### src/rtl/klp32_lsu_pkg.sv
// -----------------------------------------------------------------------------
// klp32_lsu_pkg
//   Shared definitions for the 32-bit load/store unit:
//     - RV32I load/store width codes (funct3)
//     - FSM state encoding
//     - MEM_AW, the word-address width consumed by the data memory
//     - req_bad(): flags misaligned accesses and illegal width codes
// -----------------------------------------------------------------------------
package klp32_lsu_pkg;

  // Word-address bits the data memory actually decodes (1024 words).
  localparam int MEM_AW = 10;

  // RV32I width codes.
  localparam logic [2:0] F3_B  = 3'b000;
  localparam logic [2:0] F3_H  = 3'b001;
  localparam logic [2:0] F3_W  = 3'b010;
  localparam logic [2:0] F3_BU = 3'b100;
  localparam logic [2:0] F3_HU = 3'b101;

  typedef enum logic [1:0] {
    IDLE     = 2'd0,
    ACCESS   = 2'd1,
    MERGE_WR = 2'd2,
    RESP     = 2'd3
  } lsu_state_e;

  // Returns 1 when the request must be rejected without touching memory:
  // a halfword not on a 2-byte boundary, a word not on a 4-byte boundary,
  // a reserved width code, or an unsigned width code used with a store.
  function automatic logic req_bad(input logic       store,
                                   input logic [2:0] funct3,
                                   input logic [1:0] lane);
    logic bad;
    case (funct3)
      F3_B:    bad = 1'b0;
      F3_H:    bad = lane[0];
      F3_W:    bad = (lane != 2'b00);
      F3_BU:   bad = store;
      F3_HU:   bad = store | lane[0];
      default: bad = 1'b1;
    endcase
    return bad;
  endfunction

endpackage

### src/rtl/lsu_byte_lane.sv
// -----------------------------------------------------------------------------
// lsu_byte_lane
//   Purely combinational byte-lane steering for the load/store unit.
//   Loads : picks the byte/halfword selected by lane out of the memory word and
//           sign- or zero-extends it according to funct3 (word passes through).
//   Stores: overlays the right-aligned store data onto the memory word at the
//           selected lane, producing the full word for a read-modify-write.
// Ports
//   funct3     in   3   width code of the latched request
//   lane       in   2   byte offset within the word (addr[1:0])
//   word       in   N   current memory word
//   wdata      in   N   right-aligned store data
//   load_data  out  N   extended load result
//   merged     out  N   word with store data merged in
// -----------------------------------------------------------------------------
module lsu_byte_lane
  import klp32_lsu_pkg::*;
#(
  parameter int N = 32
) (
  input  logic [2:0]   funct3,
  input  logic [1:0]   lane,
  input  logic [N-1:0] word,
  input  logic [N-1:0] wdata,
  output logic [N-1:0] load_data,
  output logic [N-1:0] merged
);

  logic [7:0]  ld_byte;
  logic [15:0] ld_half;

  // Halfword loads are aligned, so only lane[1] selects the half.
  assign ld_byte = word[{lane, 3'b000} +: 8];
  assign ld_half = word[{lane[1], 4'b0000} +: 16];

  always_comb begin
    load_data = '0;
    case (funct3)
      F3_B:    load_data = {{(N-8){ld_byte[7]}}, ld_byte};
      F3_BU:   load_data = {{(N-8){1'b0}}, ld_byte};
      F3_H:    load_data = {{(N-16){ld_half[15]}}, ld_half};
      F3_HU:   load_data = {{(N-16){1'b0}}, ld_half};
      F3_W:    load_data = word;
      default: load_data = '0;
    endcase
  end

  // Per-byte merge: each output byte either keeps the memory byte or takes
  // the store byte that lands on it for the current width and lane.
  genvar gi;
  generate
    for (gi = 0; gi < 4; gi++) begin : g_lane
      localparam logic [1:0] IDX = 2'(gi);
      logic       sel;
      logic [7:0] src;

      always_comb begin
        sel = 1'b0;
        src = wdata[7:0];
        case (funct3[1:0])
          2'b00: begin
            sel = (lane == IDX);
            src = wdata[7:0];
          end
          2'b01: begin
            sel = (lane[1] == IDX[1]);
            src = wdata[8*(gi%2) +: 8];
          end
          2'b10: begin
            sel = 1'b1;
            src = wdata[8*gi +: 8];
          end
          default: begin
            sel = 1'b0;
            src = wdata[7:0];
          end
        endcase
      end

      assign merged[8*gi +: 8] = sel ? src : word[8*gi +: 8];
    end
  endgenerate

endmodule

### src/rtl/load_store_unit32.sv
// -----------------------------------------------------------------------------
// load_store_unit32
//   Initiator side of the 32-bit data-memory port. Takes one load/store at a
//   time from the core, talks to a word-wide memory (combinational read,
//   posedge write) and returns the result on a valid/ready response.
//   Byte/half loads are lane-extracted; byte/half stores are done as a
//   read-modify-write (read in ACCESS, write the merged word in MERGE_WR).
//   Flow: IDLE -> ACCESS -> [MERGE_WR] -> RESP -> IDLE; rejected requests go
//   straight from IDLE to RESP with resp_err set.
// Ports
//   clk, rst_n                  clock / asynchronous active-low reset
//   req_valid/req_ready         request handshake (ready only in IDLE)
//   req_store, req_funct3       operation and RV32I width code
//   req_addr, req_wdata         byte address, right-aligned store data
//   resp_valid/resp_ready       response handshake (valid held until ready)
//   resp_rdata, resp_err        extended load data / error flag
//   mem_we, mem_addr, mem_wdata memory write enable, word index, write word
//   mem_rdata                   combinational read data for mem_addr
// -----------------------------------------------------------------------------
module load_store_unit32
  import klp32_lsu_pkg::*;
#(
  parameter int N = 32
) (
  input  logic         clk,
  input  logic         rst_n,
  input  logic         req_valid,
  output logic         req_ready,
  input  logic         req_store,
  input  logic [2:0]   req_funct3,
  input  logic [N-1:0] req_addr,
  input  logic [N-1:0] req_wdata,
  output logic         resp_valid,
  input  logic         resp_ready,
  output logic [N-1:0] resp_rdata,
  output logic         resp_err,
  output logic         mem_we,
  output logic [N-1:0] mem_addr,
  output logic [N-1:0] mem_wdata,
  input  logic [N-1:0] mem_rdata
);

  lsu_state_e   state_reg;
  logic         store_reg;
  logic [2:0]   funct3_reg;
  logic [1:0]   lane_reg;
  logic [N-1:0] wdata_reg;

  logic [N-1:0] load_data;
  logic [N-1:0] merged_word;

  lsu_byte_lane #(.N(N)) u_lane (
    .funct3    (funct3_reg),
    .lane      (lane_reg),
    .word      (mem_rdata),
    .wdata     (wdata_reg),
    .load_data (load_data),
    .merged    (merged_word)
  );

  // Derived straight from the state register, so it is glitch-free.
  assign req_ready = (state_reg == IDLE);

  always_ff @(posedge clk or negedge rst_n) begin
    if (!rst_n) begin
      state_reg  <= IDLE;
      store_reg  <= 1'b0;
      funct3_reg <= 3'b000;
      lane_reg   <= 2'b00;
      wdata_reg  <= '0;
      resp_valid <= 1'b0;
      resp_err   <= 1'b0;
      resp_rdata <= '0;
      mem_we     <= 1'b0;
      mem_addr   <= '0;
      mem_wdata  <= '0;
    end else begin
      case (state_reg)
        IDLE: begin
          if (req_valid) begin
            store_reg  <= req_store;
            funct3_reg <= req_funct3;
            lane_reg   <= req_addr[1:0];
            wdata_reg  <= req_wdata;
            if (req_bad(req_store, req_funct3, req_addr[1:0])) begin
              // Rejected: report at once, memory is never addressed.
              resp_valid <= 1'b1;
              resp_err   <= 1'b1;
              resp_rdata <= '0;
              state_reg  <= RESP;
            end else begin
              // Upper address bits pass through; the memory decodes only
              // the low MEM_AW bits of the word index and aliases the rest.
              mem_addr <= {2'b00, req_addr[N-1:2]};
              // A full-word store needs no read, so it writes during ACCESS.
              if (req_store && (req_funct3 == F3_W)) begin
                mem_we    <= 1'b1;
                mem_wdata <= req_wdata;
              end
              state_reg <= ACCESS;
            end
          end
        end

        ACCESS: begin
          mem_we <= 1'b0;
          if (!store_reg) begin
            resp_rdata <= load_data;
            resp_valid <= 1'b1;
            state_reg  <= RESP;
          end else if (funct3_reg == F3_W) begin
            resp_rdata <= '0;
            resp_valid <= 1'b1;
            state_reg  <= RESP;
          end else begin
            // mem_rdata is the current word; write back the merged copy.
            mem_wdata <= merged_word;
            mem_we    <= 1'b1;
            state_reg <= MERGE_WR;
          end
        end

        MERGE_WR: begin
          mem_we     <= 1'b0;
          resp_rdata <= '0;
          resp_valid <= 1'b1;
          state_reg  <= RESP;
        end

        RESP: begin
          if (resp_ready) begin
            resp_valid <= 1'b0;
            resp_err   <= 1'b0;
            resp_rdata <= '0;
            state_reg  <= IDLE;
          end
        end

        default: begin
          mem_we    <= 1'b0;
          state_reg <= IDLE;
        end
      endcase
    end
  end

endmodule

### config.mk
export PLATFORM = sky130hd
export DESIGN_NAME = load_store_unit32
export DESIGN_NICKNAME = d
export VERILOG_FILES = /design/src/rtl/klp32_lsu_pkg.sv /design/src/rtl/lsu_byte_lane.sv /design/src/rtl/load_store_unit32.sv
export SDC_FILE = /design/constraint.sdc
export NUM_CORES = 1
export LEC_CHECK = 0
export BUFFER_PORTS_ARGS = -buffer_cell sky130_fd_sc_hd__clkbuf_2
export CAP_MARGIN = 20
export CORE_ASPECT_RATIO = 1.1
export CORE_UTILIZATION = 40
export CTS_CLUSTER_SIZE = 24
export DETAILED_ROUTE_END_ITERATION = 12
export GPL_ROUTABILITY_DRIVEN = 0
export SETUP_SLACK_MARGIN = 0.5
export SYNTH_ARGS = -nofsm -noshare
export SYNTH_HDL_FRONTEND = slang
export SYNTH_SLANG_ARGS = --single-unit
### constraint.sdc
create_clock -name clk -period 4.7 [get_ports clk]
set_input_delay 1.41 -clock clk [delete_from_list [all_inputs] [get_ports clk]]
set_output_delay 1.41 -clock clk [all_outputs]
set_load 0.05 [all_outputs]
=== After elaboration in Yosys (flattened, before gate mapping) ===
Cells that the tools add are included.
W data, S select, Z words.

* Register bits: 137
* Logic and storage cells: 104
* Output and inout bits: 100
* Input port bits: 104

* Muxes and demuxes: 46
* Bitwise operators: 3
* Reductions and logical operators: 18
* Shift-type cells: 2
* Eq/ne operators: 24

{| class="wikitable"
|+ Operators by type and width
! kind !! number
|-
| $mux W32 || 10
|-
| $pmux W32 S5 || 1
|-
| $pmux W32 S4 || 1
|-
| $pmux W32 S2 || 1
|-
| $mux W8 || 6
|-
| $shiftx A32 B6 Y16 || 1
|-
| $shiftx A32 B6 Y8 || 1
|-
| $pmux W8 S2 || 1
|-
| $pmux W1 S3 || 5
|-
| $mux W1 || 14
|-
| $eq A3 B3 Y1 const B || 4
|-
| $reduce_and A4 Y1 || 3
|-
| $eq A2 B2 Y1 const B || 5
|-
| $ne A2 B2 Y1 const B || 5
|-
| $pmux W2 S4 || 1
|-
| $eq A2 B1 Y1 const B || 3
|-
| $eq A3 B1 Y1 const B || 2
|-
| $eq A3 B2 Y1 const B || 2
|-
| $logic_not A2 Y1 || 3
|-
| $logic_not A3 Y1 || 2
|-
| $mux W2 || 3
|-
| $reduce_and A6 Y1 || 1
|-
| $reduce_bool A2 Y1 || 3
|-
| $pmux W1 S5 || 1
|-
| other kinds (11) || 14
|}

=== Depth between registers and ports, before layout ===
Gate-level depths: netlist of run 1.

* Depth in word-level cells: 7
* Mapped depth: 9
* Gate-level depth less buffers: 7

=== Modules after synthesis ===
Synthesis of run 1 repeated with hierarchy kept, for this count alone.

* Cell total of the unflattened synthesis: 622
* Area total of the unflattened synthesis: 7546.0 um^2

{| class="wikitable"
|+ By module, submodules not included
! module !! area an instance (um^2) !! times used !! cells each
|-
| load_store_unit32 || 6105.9 || 1 || 430
|-
| lsu_byte_lane || 1440.1 || 1 || 192
|}

=== Worst setup path before layout of run 1 ===
OpenSTA, ideal clock, no wires.

* Kind: input port to flip-flop
* From: input req_funct3[0]
* To: register mem_wdata[24]
* Data required time: 4575 ps
* Stages: 5
* Arrival: 2711 ps
* Setup slack: 1864 ps
* Cells stage by stage: nor4_4 > nand4_1 > a211oi_2 > buf_2 > mux2_2

* Longest elaborated chain between the ends: 6
* Elaborated cells between the ends (all ways): 12
* Classes of those cells: 6 x eq/ne; 3 x mux; 3 x reduce/logical

{| class="wikitable"
|+ RTL lines
! item !! RTL line !! RTL
|-
| from (decl) || load_store_unit32.sv:30 || <nowiki>input logic [2:0] req_funct3,</nowiki>
|-
| $eq A3 B3 Y1, or another cell as far along || klp32_lsu_pkg.sv:35 || <nowiki>case (funct3)</nowiki>
|-
| $pmux W1 S5 || klp32_lsu_pkg.sv:35 ||
|-
| $mux W1 || load_store_unit32.sv:80 || <nowiki>if (req_valid) begin</nowiki>
|-
| $mux W1 || load_store_unit32.sv:78 || <nowiki>case (state_reg)</nowiki>
|-
| $ne A2 B2 Y1 (no line) || - ||
|-
| $reduce_and A6 Y1 (no line) * || - ||
|-
| to (signal assigned) || load_store_unit32.sv:98 || <nowiki>mem_wdata <= req_wdata;</nowiki>
|-
| to (signal assigned) || load_store_unit32.sv:117 || <nowiki>mem_wdata <= merged_word;</nowiki>
|-
| to (decl) || load_store_unit32.sv:39 || <nowiki>output logic [N-1:0] mem_wdata,</nowiki>
|}

Every way passes the cells marked *; elsewhere a longest branch is shown, timed or not. The select of a mux whose other input is x is not followed.
A chain may end at the register's enable or synchronous reset.

=== Worst setup path in the final report of run 1 ===
* From: register state_reg[0]
* To: output req_ready

* Longest elaborated chain between the ends: 1

{| class="wikitable"
|+ RTL lines
! item !! RTL line !! RTL
|-
| from (decl) || load_store_unit32.sv:43 || <nowiki>lsu_state_e state_reg;</nowiki>
|-
| from (signal assigned) || load_store_unit32.sv:66 || <nowiki>state_reg <= IDLE;</nowiki>
|-
| from (signal assigned) || load_store_unit32.sv:90 || <nowiki>state_reg <= RESP;</nowiki>
|-
| from (signal assigned) || load_store_unit32.sv:100 || <nowiki>state_reg <= ACCESS;</nowiki>
|-
| $logic_not A2 Y1 || load_store_unit32.sv:62 || <nowiki>assign req_ready = (state_reg == IDLE);</nowiki>
|-
| to (decl) || load_store_unit32.sv:28 || <nowiki>output logic req_ready,</nowiki>
|}

No other way between the ends.

==> results.md, run 1 <==
- The run finished, with violations left.
- The checks that failed: DRC.
- The worst register-to-register path ends at mem_wdata[1].
- Entering global routing, the biggest net connects 90 pins.
- For the pin with the worst max-slew slack, the measured transition is around 0.96 ns.
- The CTS tree is yes.
- In this run the worst setup path begins at state_reg[0].
- The clock drives 137 sinks.
- The later pin in the worst-skew pair is clocked with a latency of approximately 0.42 ns.
- The worst clock skew is 0.0121 ns.
- The first-pass iteration count of the detailed router is 10.
- The TritonCTS buffer count is 17.
- The die is 138 µm tall.
- The critical path ends at req_ready.
- The area of the die is 17200 µm².
- The startpoint identified for the worst register-to-register timing path is funct3_reg[1].
- The critical path depth is 3.
- Synthesis produced 606 cells.
- The post-synthesis register bit count is between 100 and 150.
- Across all register-to-register paths, the minimum setup slack is 1.83 ns.
- The boundary pin count is 204.
- During placement, the flow inserted port buffers numbering 201.
- After layout, the worst path uses 65.7% of the clock period.
- Cells with a size suffix above 1 make up 42.5% of the layout.
- The worst IR drop on VDD is 0.544 mV.
- On the worst path, the slowest cell contributes a delay of 0.43 ns.
- The average wire per standard cell is 19.4 µm.
- The worst setup path is launched from a flip-flop.
- The area growth from synthesis to layout is 26.7%.
- In this run the clock root is driven by a sky130_fd_sc_hd__clkbuf_16.
- The count of inserted antenna diode cells is 0.
- The synthesized design contains 0 enable-type register cells.
- The top-area cell type share of the netlist area is approximately half.
- The via count of the first global-routing pass was 5526.
- Max-cap violations in this run came to 0.
- Once detail routing completed, the nets flagged for antenna violations numbered 0.
- The region available for standard cell placement spans 16400 µm².
- Grouping stages by cell kind, the critical path spends the most delay in buffers and inverters.
- The aggregate global routing overflow is 0.
- The total global routing track utilization is 23.6%.
- Detailed placement ended at an HPWL of 14400 µm.
- The number of nets in the finished design is 902.
- The total wirelength of the detailed-routed design is a little under 20000 µm.
- The clock transition time at the flip-flop clock pins of the worst setup and hold paths is 0.05 ns.
- The largest driver fanout on the critical path is 10.
- After synthesis, flip-flops and latches occupy 51.2% of the total area.
- The mapped netlist covers 6690 µm².
- Counting the fill cells in the layout gives ~1.5k.
- For this run, design rule violations remaining after detail routing come to 10.
- The min-delay analysis places its worst path in the category reg -> reg.
- The analysis attributes to cell leakage a power of 3.93 nW.
- By instance count, the leading cell after synthesis is sky130_fd_sc_hd__dfrtp_1.
- The synthesized design spends more area on one cell type than any other, namely sky130_fd_sc_hd__dfrtp_1.
- In this run the number of H-tree levels came out at 4.
- By startpoint and endpoint, the worst setup path is classified as reg -> out.
- The first-pass GRT wire length is 30500 µm.
- The final-layout setup total negative slack is 0 ns.
- Ranked by instance count, the synthesized netlist is headed by sky130_fd_sc_hd__dfrtp_1 (137), sky130_fd_sc_hd__mux2_2 (92), sky130_fd_sc_hd__nand2_1 (71).
- Setup repair after global routing left no endpoint under its margin.
- Dividing the detail-routed via count by the number of cells gives 5.52.
- Setup violations remaining at the end of the flow were counted as 0.
- The number of antenna violations at the first check in global routing is 1.
- The number of pins with negative max-slew slack in the final report is 0.
- In this run the post-CTS setup repair buffer count came out at 0.
- The initial utilization of the core area, before any placement, comes to 40.9%.
- The total power per unit cell area is 893 nW/µm².
- Once placement completed, the tool counted placed cells totaling 975.
- The largest individual stage delay along the critical path comes from the cell sky130_fd_sc_hd__dfrtp_1.
- In this run, post-CTS repair resized a total of 0 instances.
- The fmax is between 300 and 400 MHz.
- The worst register-to-register path has a depth of 7.
- The number of buffers inserted by hold repair at cts is 0.
- The clock passes through at most 2 buffers.
- The minimum clock period is 3.09 ns.
- The mean instance size in the synthesized netlist is 11.0 µm².
- The headroom to the max-slew limit is between 30 and 40%.
- The final instance count without filler cells is approximately 1.0k.
- The final route contains 5556 vias.
- Counting both buffers and inverters, the worst setup path holds a total of 2.
- The number of hold violations in the final report is 0.
- Measured along the x axis, the die boundary spans 125 µm.
- The share of flip-flops with an asynchronous set or reset is 100%.
- In the post-synthesis netlist, the biggest area contributors are sky130_fd_sc_hd__dfrtp_1 (51%), sky130_fd_sc_hd__mux2_2 (15%), sky130_fd_sc_hd__nand2_1 (4.0%), sky130_fd_sc_hd__mux2i_1 (3.6%), sky130_fd_sc_hd__o211ai_1 (2.7%).
- Traced cell by cell, the critical path runs through inv_1 -> ha_1 -> clkbuf_2.
- The standard-cell row count is 49.
- The most common flop cell mapped by yosys is sky130_fd_sc_hd__dfrtp_1.
- The first routing iteration left between 300 and 400 violations.
- STA puts the critical path data required time at roughly 3.3 ns.
- The synthesized netlist contains 44 unique library cells.
- The arrival time reported for the critical path endpoint is 1.68 ns.
- The Yosys step of the flow raised 0 warnings.
- The endpoint type of the worst setup path is an output pin.
## area by class of cell
class	instances	area, µm²	area share, %
clock buffers	19	443	5.23
multi-input cells	418	3030	35.8
well taps	204	255	3.01
clock inverters	12	199	2.35
flip-flops and latches	137	3430	40.4
inverters	7	26.3	0.310
repair buffers	210	1090	12.9
## how the worst min path moves through the flow
stage | startpoint | cells past startpoint | to
final | resp_rdata[24] | 2 | resp_rdata[24]
after global placement | resp_rdata[10] | 2 | resp_rdata[10]
after global routing | resp_rdata[19] | 2 | resp_rdata[19]
after detailed placement | resp_rdata[27] | 2 | resp_rdata[27]
after floorplan | wdata_reg[16] | 1 | wdata_reg[16]
after CTS | resp_rdata[27] | 2 | resp_rdata[27]
## routing by layer
metal	part of all wire, %	track usage [%]	vias up	routed length (µm)
li1	-	-	2549	-
met1	41	29.3	2700	8040
met2	48	39.0	281	9410
met3	9.0	7.11	26	1760
met4	1.8	8.67	0	343
met5	0	0	-	0
## power breakdown
part	internal, mW	switching (mW)	total (mW)
clock	0.951	0.507	1.46
sequential	1.70	0.389	2.09
combinational	1.32	2.69	4.02
total	3.98	3.59	7.57
## placed cells by master, fill, tap and decap left out, types with 9 or more instances in the layout
cell	n
sky130_fd_sc_hd__clkbuf_2	200
sky130_fd_sc_hd__dfrtp_1	137
sky130_fd_sc_hd__mux2_2	92
sky130_fd_sc_hd__nand2_1	71
sky130_fd_sc_hd__nor2_1	38
sky130_fd_sc_hd__a21oi_1	26
sky130_fd_sc_hd__o21ai_0	25
sky130_fd_sc_hd__a31oi_1	25
sky130_fd_sc_hd__o211ai_1	24
sky130_fd_sc_hd__mux2i_1	24
sky130_fd_sc_hd__nand2b_1	18
sky130_fd_sc_hd__clkbuf_16	17
sky130_fd_sc_hd__o21ai_1	11
sky130_fd_sc_hd__a221oi_1	9
## stage by stage
step / setup slack, ns / area (µm²) / hold WS, ns / util (%) / power (mW)
after floorplan: 1.86 / 6690 / 0.479 / - / 5.17
after global placement: 1.34 / 7830 / 0.465 / 47.8 / 6.02
after detailed placement: 1.30 / 7830 / 0.475 / 47.8 / 6.12
after CTS: 1.58 / 8470 / 0.488 / 51.7 / 7.60
after global routing: 1.52 / 8480 / 0.507 / 51.8 / 8.03
final: 1.61 / 8480 / 0.481 / 51.8 / 7.57
## worst min-delay path: cells and delay by family (launching register included)
kind,cells,cell delay (ns)
AND/OR/NAND/NOR,1,0.05
AO/OA/AOI/OAI,1,0.06
flip-flops,1,0.34
## cell families after synthesis
family,count (synthesis),synth area share [%]
flip-flops,137,51.2
AND/OR/NAND/NOR,144,9.58
other,1,0.0561
multiplexers,118,19.6
AO/OA/AOI/OAI,147,14.6
adder cells (fa/ha/maj),7,1.31
buffers and inverters,52,3.63
No activity file was read; power rests on OpenSTA's default activity.
==> run 2: changes to the inputs <==
Settings changed: ABC_AREA from default to 1, PLACE_DENSITY from default to 0.66.
Clock period 4.7 ns to 2.8 ns, I/O delays scaled along.
==> run 2 against run 1 <==
The run now ends clean. First-iteration DRC count grew 98%. Final area grew 8.5%. Critical path depth is the same. Sequential share of layout area shrank 3.2 points. Sequential cell count is the same. Clock skew shrank 0.0028 ns. Non-clock buffer count grew 9. Critical path type unchanged. Largest cell class unchanged. Largest power group unchanged. Worst hold slack lost 0.17 ns. Register-to-register slack lost 1.1 ns.
==> results.md, run 2 <==
- The flow ran to the end, and the final reports show no timing, DRC or antenna violations.
- The post-route antenna net violation count is 0.
- For this configuration, the core starts out at a cell density of 41.5%.
- The post-synth design cell area is between 7000 and 8000 µm².
- The number of clock buffers added by TritonCTS is 17.
- The worst min-delay path class is in -> async.
- Walking the worst path, the cells encountered are inv_1 -> ha_4 -> buf_4.
- The iteration-0 DRC count of the detailed router is between 600 and 700.
- In this run the tightest slew margin relative to its limit is 54.2%.
- The CTS root buffer is sky130_fd_sc_hd__clkbuf_16.
- The die covers 19100 µm².
- The height of the die is between 100 and 150 µm.
- The post-place instance area is 8590 µm².
- Once layout is done, the placed cells without fillers occupy a little over 9000 µm².
- The commonest cells after synthesis are sky130_fd_sc_hd__nand2_1 (378), sky130_fd_sc_hd__dfrtp_1 (137), sky130_fd_sc_hd__nand3_1 (110).
- The share of flip-flops with an asynchronous set or reset is 100%.
- The master of the slowest instance on the critical path is sky130_fd_sc_hd__dfrtp_1.
- The area of the placeable core is 17900 µm².
- Setup repair after global routing left no endpoint under its margin.
- Wires add up to 22300 µm.
- Synthesis instantiated 30 different standard cells from the library.
- Counting flops with a built-in enable in the synthesized netlist gives 0.
- The via count of the first global-routing pass is around 7k.
- Ranked by total cell area, the synthesized netlist is headed by sky130_fd_sc_hd__dfrtp_1 (46%), sky130_fd_sc_hd__nand2_1 (19%), sky130_fd_sc_hd__nand3_1 (7.4%), sky130_fd_sc_hd__a21oi_1 (4.1%), sky130_fd_sc_hd__inv_1 (3.6%).
- The count of buffers added on input and output ports is roughly 200.
- After routing, the total negative slack on setup checks comes to 0 ns.
- By area, the combinational part of the netlist is dominated by simple AND/OR/NAND/NOR gates.
- The arithmetic-cell share of the synthesized area counting full adders, half adders and majority gates is 1.18%.
- The period utilization is 80.1%.
- Each instance of the synthesized netlist takes up on average 7.28 µm².
- TritonCTS built the clock tree.
- In this run the power spent charging and discharging nets is 6.56 mW.
- The overall die width is 132 µm.
- In this run, flip-flops and latches consume 26.6% of the power.
- The part of the total power dissipated in the clock network is 18.0%.
- The aggregate global routing overflow is 0.
- The synthesized netlist devotes 0% of its cell area to XOR and XNOR gates.
- The internal power summed over all cells is 5.86 mW.
- The number of antenna violations at the first check in global routing is 1.
- The classification of the worst setup path is reg -> out.
- The switching portion of total power is 52.8%.
- The cell family contributing the most delay on the critical path is flip-flops.
- The buffer and inverter count on the worst path is 2.
- Yosys instantiated no cell more often than sky130_fd_sc_hd__nand2_1.
- At the worst endpoint, the required time is just under 2 ns.
- The HPWL after detailed placement is 16600 µm.
- For the final database, setup skew stands at 0.00929 ns.
- Combinational logic is responsible for approximately 56% of the overall power.
- The worst IR drop on VDD is a little over 0.7 mV.
- For this run, the slowest stage of the critical path takes 0.40 ns.
- Clock latency on the worst-skew pair, taken at its later pin, is between 0.4 and 0.5 ns.
- Timing would allow up to 446 MHz.
- The clock passes through at most 2 buffers.
- The total global routing track utilization is 24.1%.
- The area growth from synthesis to layout is 23.7%.
- The clock tree synthesis step divided the H-tree into 4 levels.
- In this run the power density over the cells is 1350 nW/µm².
- Counting flops and latches in the post-synthesis netlist gives 137.
- Setup violations remaining at the end of the flow were counted as 0.
- The category of the worst setup path launch point is a flip-flop.
- Multiplexer cells account for about 1.4% of the synthesized area.
- The max-cap violation count is 0.
- The sequential-to-total area share from yosys stat is 46.1%.
- After Yosys synthesis, and, or, nand and nor cells account for 32.5% of the synthesized area.
- The number of nets in the finished design is 1313.
- The number of pins with negative max-slew slack in the final report is 0.
- Clock tree synthesis found a total of approximately 140 sinks.
- The most common flop cell mapped by yosys is sky130_fd_sc_hd__dfrtp_1.
- The total via count after detailed routing is between 7k and 8k.
- The standard-cell row count is 51.
- The dominant cell type by area after synthesis is sky130_fd_sc_hd__dfrtp_1.
- After layout, the minimum clock period comes to around 2.2 ns.
- At the pin with the least slew margin, the transition time is 0.685 ns.
- The compound-gate portion of the synthesized area is 10.5%.
- The top-area cell type share of the netlist area is 46.1%.
- The synthesized instance count is 1022.
- The clock transition time at the flip-flop clock pins of the worst setup and hold paths is ~0.070 ns.
- The worst setup slack after placement is between 0.6 and 0.7 ns.
- The worst setup slack after layout is around 0.56 ns.
- The top cell types in the final layout, fill and taps aside, are sky130_fd_sc_hd__nand2_1 (377), sky130_fd_sc_hd__clkbuf_2 (199), sky130_fd_sc_hd__dfrtp_1 (137), sky130_fd_sc_hd__nand3_1 (110), sky130_fd_sc_hd__inv_1 (72).
- Pin placement for this block handled 204 I/O pins.
- The maximum number of pins on one net before global-route repair is 63.
- Dividing the detail-routed via count by the number of cells gives around 5.0.
- The endpoint type of the worst setup path is an output pin.
- The number of buffers inserted by hold repair at cts is 0.
- For this run, the number of Yosys warnings is 0.
- The first global-routing pass estimated 36100 µm of wire.
- The most common cell after layout, fill and taps aside is sky130_fd_sc_hd__nand2_1.
- Data arrives at the worst endpoint at 1.40 ns.
- For this design the static power due to leakage is 5.11 nW.
- The average wire per standard cell is about 15 µm.
- The number of hold violations in the final report came to 0.
- Of the cells placed in the final design, the portion with a size suffix greater than 1 is between 20% and 30%.
- The largest driver fanout on the critical path is 10.
- The number of remaining DRC errors is 0.
- The first-pass iteration count of the detailed router is 9.
-- run 2: worst reg2reg max path, delay by kind of cell (launching register included) --
kind / cells / cell delay [ns]
DFF: 1 / 0.42
buffers and inverters: 2 / 0.31
adders and majority gates: 1 / 0.53
and+or+nand+nor: 8 / 0.66
-- run 2: cell families (layout without fill, tap and decap cells) --
kind of cell	Yosys count	count (layout)
adders and majority gates	7	7
other	1	3
and+or+nand+nor	578	578
muxes	9	9
DFF	137	137
buffers and inverters	140	332
AOI/OAI and AO/OA	150	150
-- run 2: per-stage QoR --
stage / utilization [%] / std cells / power (mW) / hold slack, ns
floorplan: - / 1023 / 8.55 / 0.481
global route: 51.3 / 1454 / 13.3 / 0.325
global placement: 47.9 / 1421 / 10.1 / 0.455
finish: 51.3 / 1454 / 12.4 / 0.311
detailed placement: 47.9 / 1421 / 10.1 / 0.460
CTS: 51.2 / 1453 / 12.4 / 0.324
-- run 2: power groups by stage --
stage,Combinational [mW],Sequential (mW),Clock (mW)
floorplan,3.67,4.89,0
global placement,6.74,3.32,0
global route,7.57,3.39,2.36
detailed placement,6.82,3.31,0
finish,6.89,3.30,2.23
CTS,6.86,3.30,2.27
-- run 2: final cells by class --
cell class	count	area, µm²
inverters	81	304
clock inverters	15	156
well taps	238	298
fillers	1796	8730
repair buffers	219	1160
diodes	1	2.50
multi-input cells	746	3420
flip-flops and latches	137	3430
clock buffers	17	425
-- run 2: worst paths after layout --
check / end / cells after the start / slack [ns] / start
max reg2reg: mem_wdata[30] / 11 / 0.77 / funct3_reg[1]
min in group clk: mem_addr[7] / 2 / 0.47 / mem_addr[7]
min reg2reg: mem_addr[7] / 2 / 0.47 / mem_addr[7]
max in group asynchronous: wdata_reg[29] / 2 / 1.80 / rst_n
max: req_ready / 3 / 0.56 / state_reg[1]
min: mem_addr[7] / 1 / 0.31 / rst_n
-- run 2: what timing repair did --
action	in CTS	in global routing
resized for setup	3	4
endpoints found under the hold margin	0	0
buffers inserted	0	0
setup endpoints to repair	1	63
-- run 2: layer usage --
metal	up-vias	part of all wire [%]	GRT usage (%)
met2	286	46	37.5
li1	3605	-	-
met5	-	0	0
met1	3342	45	33.2
met4	0	2.2	8.26
met3	37	6.8	5.00
==> run 3: changes to the inputs <==
Clock period 2.8 ns to 1.95 ns, I/O delays scaled along.
==> run 3 against run 2 <==
Non-clock buffer count up 105. Wire length up 28%. Die area unchanged. Global-route usage up 1.9 points. Sequential share of layout area down 9.1 points. Sequential power up 51%. Worst hold slack worse by 0.23 ns. Clock skew down 0.00061 ns. Critical path depth unchanged. Largest power group unchanged.
==> results.md, run 3 (synthesis gave the netlist of run 2 again) <==
- Setup repair after global routing could not meet its margin everywhere.
- Clock tree synthesis found a total of 137 sinks.
- The tree is rooted in a sky130_fd_sc_hd__clkbuf_16.
- The arrival time reported for the critical path endpoint is 1.26 ns.
- The count of buffers from port buffering is 201.
- The largest driver fanout on the critical path is 2.
- Setup violations remaining at the end of the flow were counted as 0.
- For this run the aggregate overflow at the end of global routing stands at 0.
- The worst hold path belongs to the class in -> async.
- The worst clock skew is between 0.008 and 0.009 ns.
- The category of the worst setup path launch point is a flip-flop.
- The clock transition time at the flip-flop clock pins of the worst setup and hold paths is roughly 0.060 ns.
- The first global-routing pass estimated 38700 µm of wire.
- The leakage power summed over all cells is 6.41 nW.
- After detailed routing, the number of remaining DRC violations is 0.
- For the worst setup path, the data required time is roughly 1.4 ns.
- VDD sags by at most 1.30 mV.
- Buffers inserted to repair hold after CTS numbered 0.
- The clock passes through at most 2 buffers.
- The routed design has 28500 µm of wire.
- The total instance count after detailed placement is 1435.
- Before CTS, the worst setup slack after placement is 0.0757 ns.
- The number of cells on the worst reg-to-reg path is 9.
- Entering global routing, the biggest net connects 49 pins.
- Across every metal layer, demand over resource in global routing totals 26.0%.
- The H-tree generated during clock tree synthesis spans 4 levels.
- The area of the die is around 19000 µm².
- The library cells used most frequently in the layout, excluding fill and tap cells, are sky130_fd_sc_hd__nand2_1 (274), sky130_fd_sc_hd__dfrtp_1 (135), sky130_fd_sc_hd__clkbuf_2 (102), sky130_fd_sc_hd__nand3_1 (99), sky130_fd_sc_hd__buf_6 (92).
- The endpoint type of the worst setup path is an output pin.
- The layout cell share with drive strength beyond 1 is 42.8%.
- The average via count per standard cell is around 5.3.
- The max-cap violation count is 0.
- For this configuration, the core starts out at a cell density of between 40 and 50%.
- The flow ran to the end, and the final reports show no timing, DRC or antenna violations.
- The area of the placeable core is 17900 µm².
- The area growth from synthesis to layout is 63.9%.
- The boundary pin count is 204.
- Clock tree synthesis inserted a total of 17 buffers.
- The fmax is approximately 540 MHz.
- The total power per unit cell area is ~1900 nW/µm².
- For the finished layout, the period the worst path requires is approximately 1.8 ns.
- The number of antenna violations at the first check in global routing is 0.
- The die is 145 µm tall.
- Summed over all nets, the half-perimeter wirelength after detailed placement is 17000 µm.
- The standard-cell row count is 51.
- The first-pass iteration count of the detailed router is 5.
- The average wire per standard cell is 18.2 µm.
- The number of hold violations in the final report is 0.
- The worst setup slack after layout is around 0.11 ns.
- In the finished design, the share of the clock period the worst path needs comes to 94.5%.
- The count of inserted antenna diode cells is 0.
- The combined area of the multi-input logic cells is approximately 4300 µm².
- Across all hold checks on the routed design, the worst slack comes to 0.0799 ns.
- The post-route antenna net violation count is 0.
- TritonCTS built the clock tree.
- The overall die width is 132 µm.
- For this block, the initial DRC count from the detailed router was 885.
- The routed layout has 8275 vias.
- The via count of the first global-routing pass is 7266.
- The design draws 23.8 mW.
- After routing, the total negative slack on setup checks comes to 0 ns.
- The final instance count without filler cells is 1563.
- The number of pins with negative max-slew slack in the final report is 0.
- The classification of the worst setup path is reg -> out.
- The net count of the finished layout is 1423.
- Clock latency on the worst-skew pair, taken at its later pin, is ~0.42 ns.
- The most common cell after layout, fill and taps aside is sky130_fd_sc_hd__nand2_1.
- Fill cells in the final layout number 1350.
- The total area of sequential cells is about 3400 µm².
==> run 3: final cells by class <==
type	count	share of cell area (%)
clock buffer	19	3.55
multi-input combinational	751	35.6
sequential	137	28.1
inverter	81	2.59
timing repair buffer	324	26.0
tap	238	2.44
clock inverter	13	1.60
==> run 3: critical path, stage by stage (launching register included) <==
cell and delay [ns]:
sky130_fd_sc_hd__dfrtp_1 0.41, sky130_fd_sc_hd__inv_2 0.10, sky130_fd_sc_hd__ha_4 0.16, sky130_fd_sc_hd__clkbuf_16 0.16
==> run 3: final timing paths <==
| path | startpoint | end | slack (ns) |
|---|---|---|---|
| worst max-delay path | state_reg[0] | req_ready | 0.11 |
| worst min-delay path | rst_n | mem_addr[5] | 0.08 |
| worst max register to register | state_reg[1] | resp_rdata[30] | 0.13 |
| worst min register to register | mem_wdata[20] | mem_wdata[20] | 0.50 |
| max in group asynchronous | rst_n | wdata_reg[17] | 1.29 |
| min in group clk | req_addr[22] | mem_addr[20] | 0.38 |
==> run 3: what timing repair did <==
| action | CTS | global route |
|---|---|---|
| pin swaps | 2 | 53 |
| setup buffers | 19 | 55 |
| hold endpoints to repair | 0 | 0 |
| cloned | 8 | 14 |
| resized for setup | 73 | 570 |
| setup endpoints to repair | 213 | 217 |
==> run 3: metal layers <==
metal	vias to the layer above	global-route usage, %	share of wire (%)
met2	456	41.2	48
met5	-	0	0
met4	0	9.48	3.5
li1	3841	-	-
met1	3907	35.1	41
met3	71	4.93	8.0
==> run 3: where the power goes <==
part	switching, mW	internal, mW	leakage [nW]
combinational	9.32	5.99	4.40
sequential	0.996	3.98	1.70
clock	1.32	2.16	0.306
==> run 3: metrics by stage <==
stage / cell area [µm²] / util, %
3_5_place_dp: 8840 / 49.3
3_3_place_gp: 8840 / 49.3
2_1_floorplan: 7560 / -
6_report: 12200 / 68.0
4_1_cts: 10100 / 56.4
5_1_grt: 12200 / 68.0
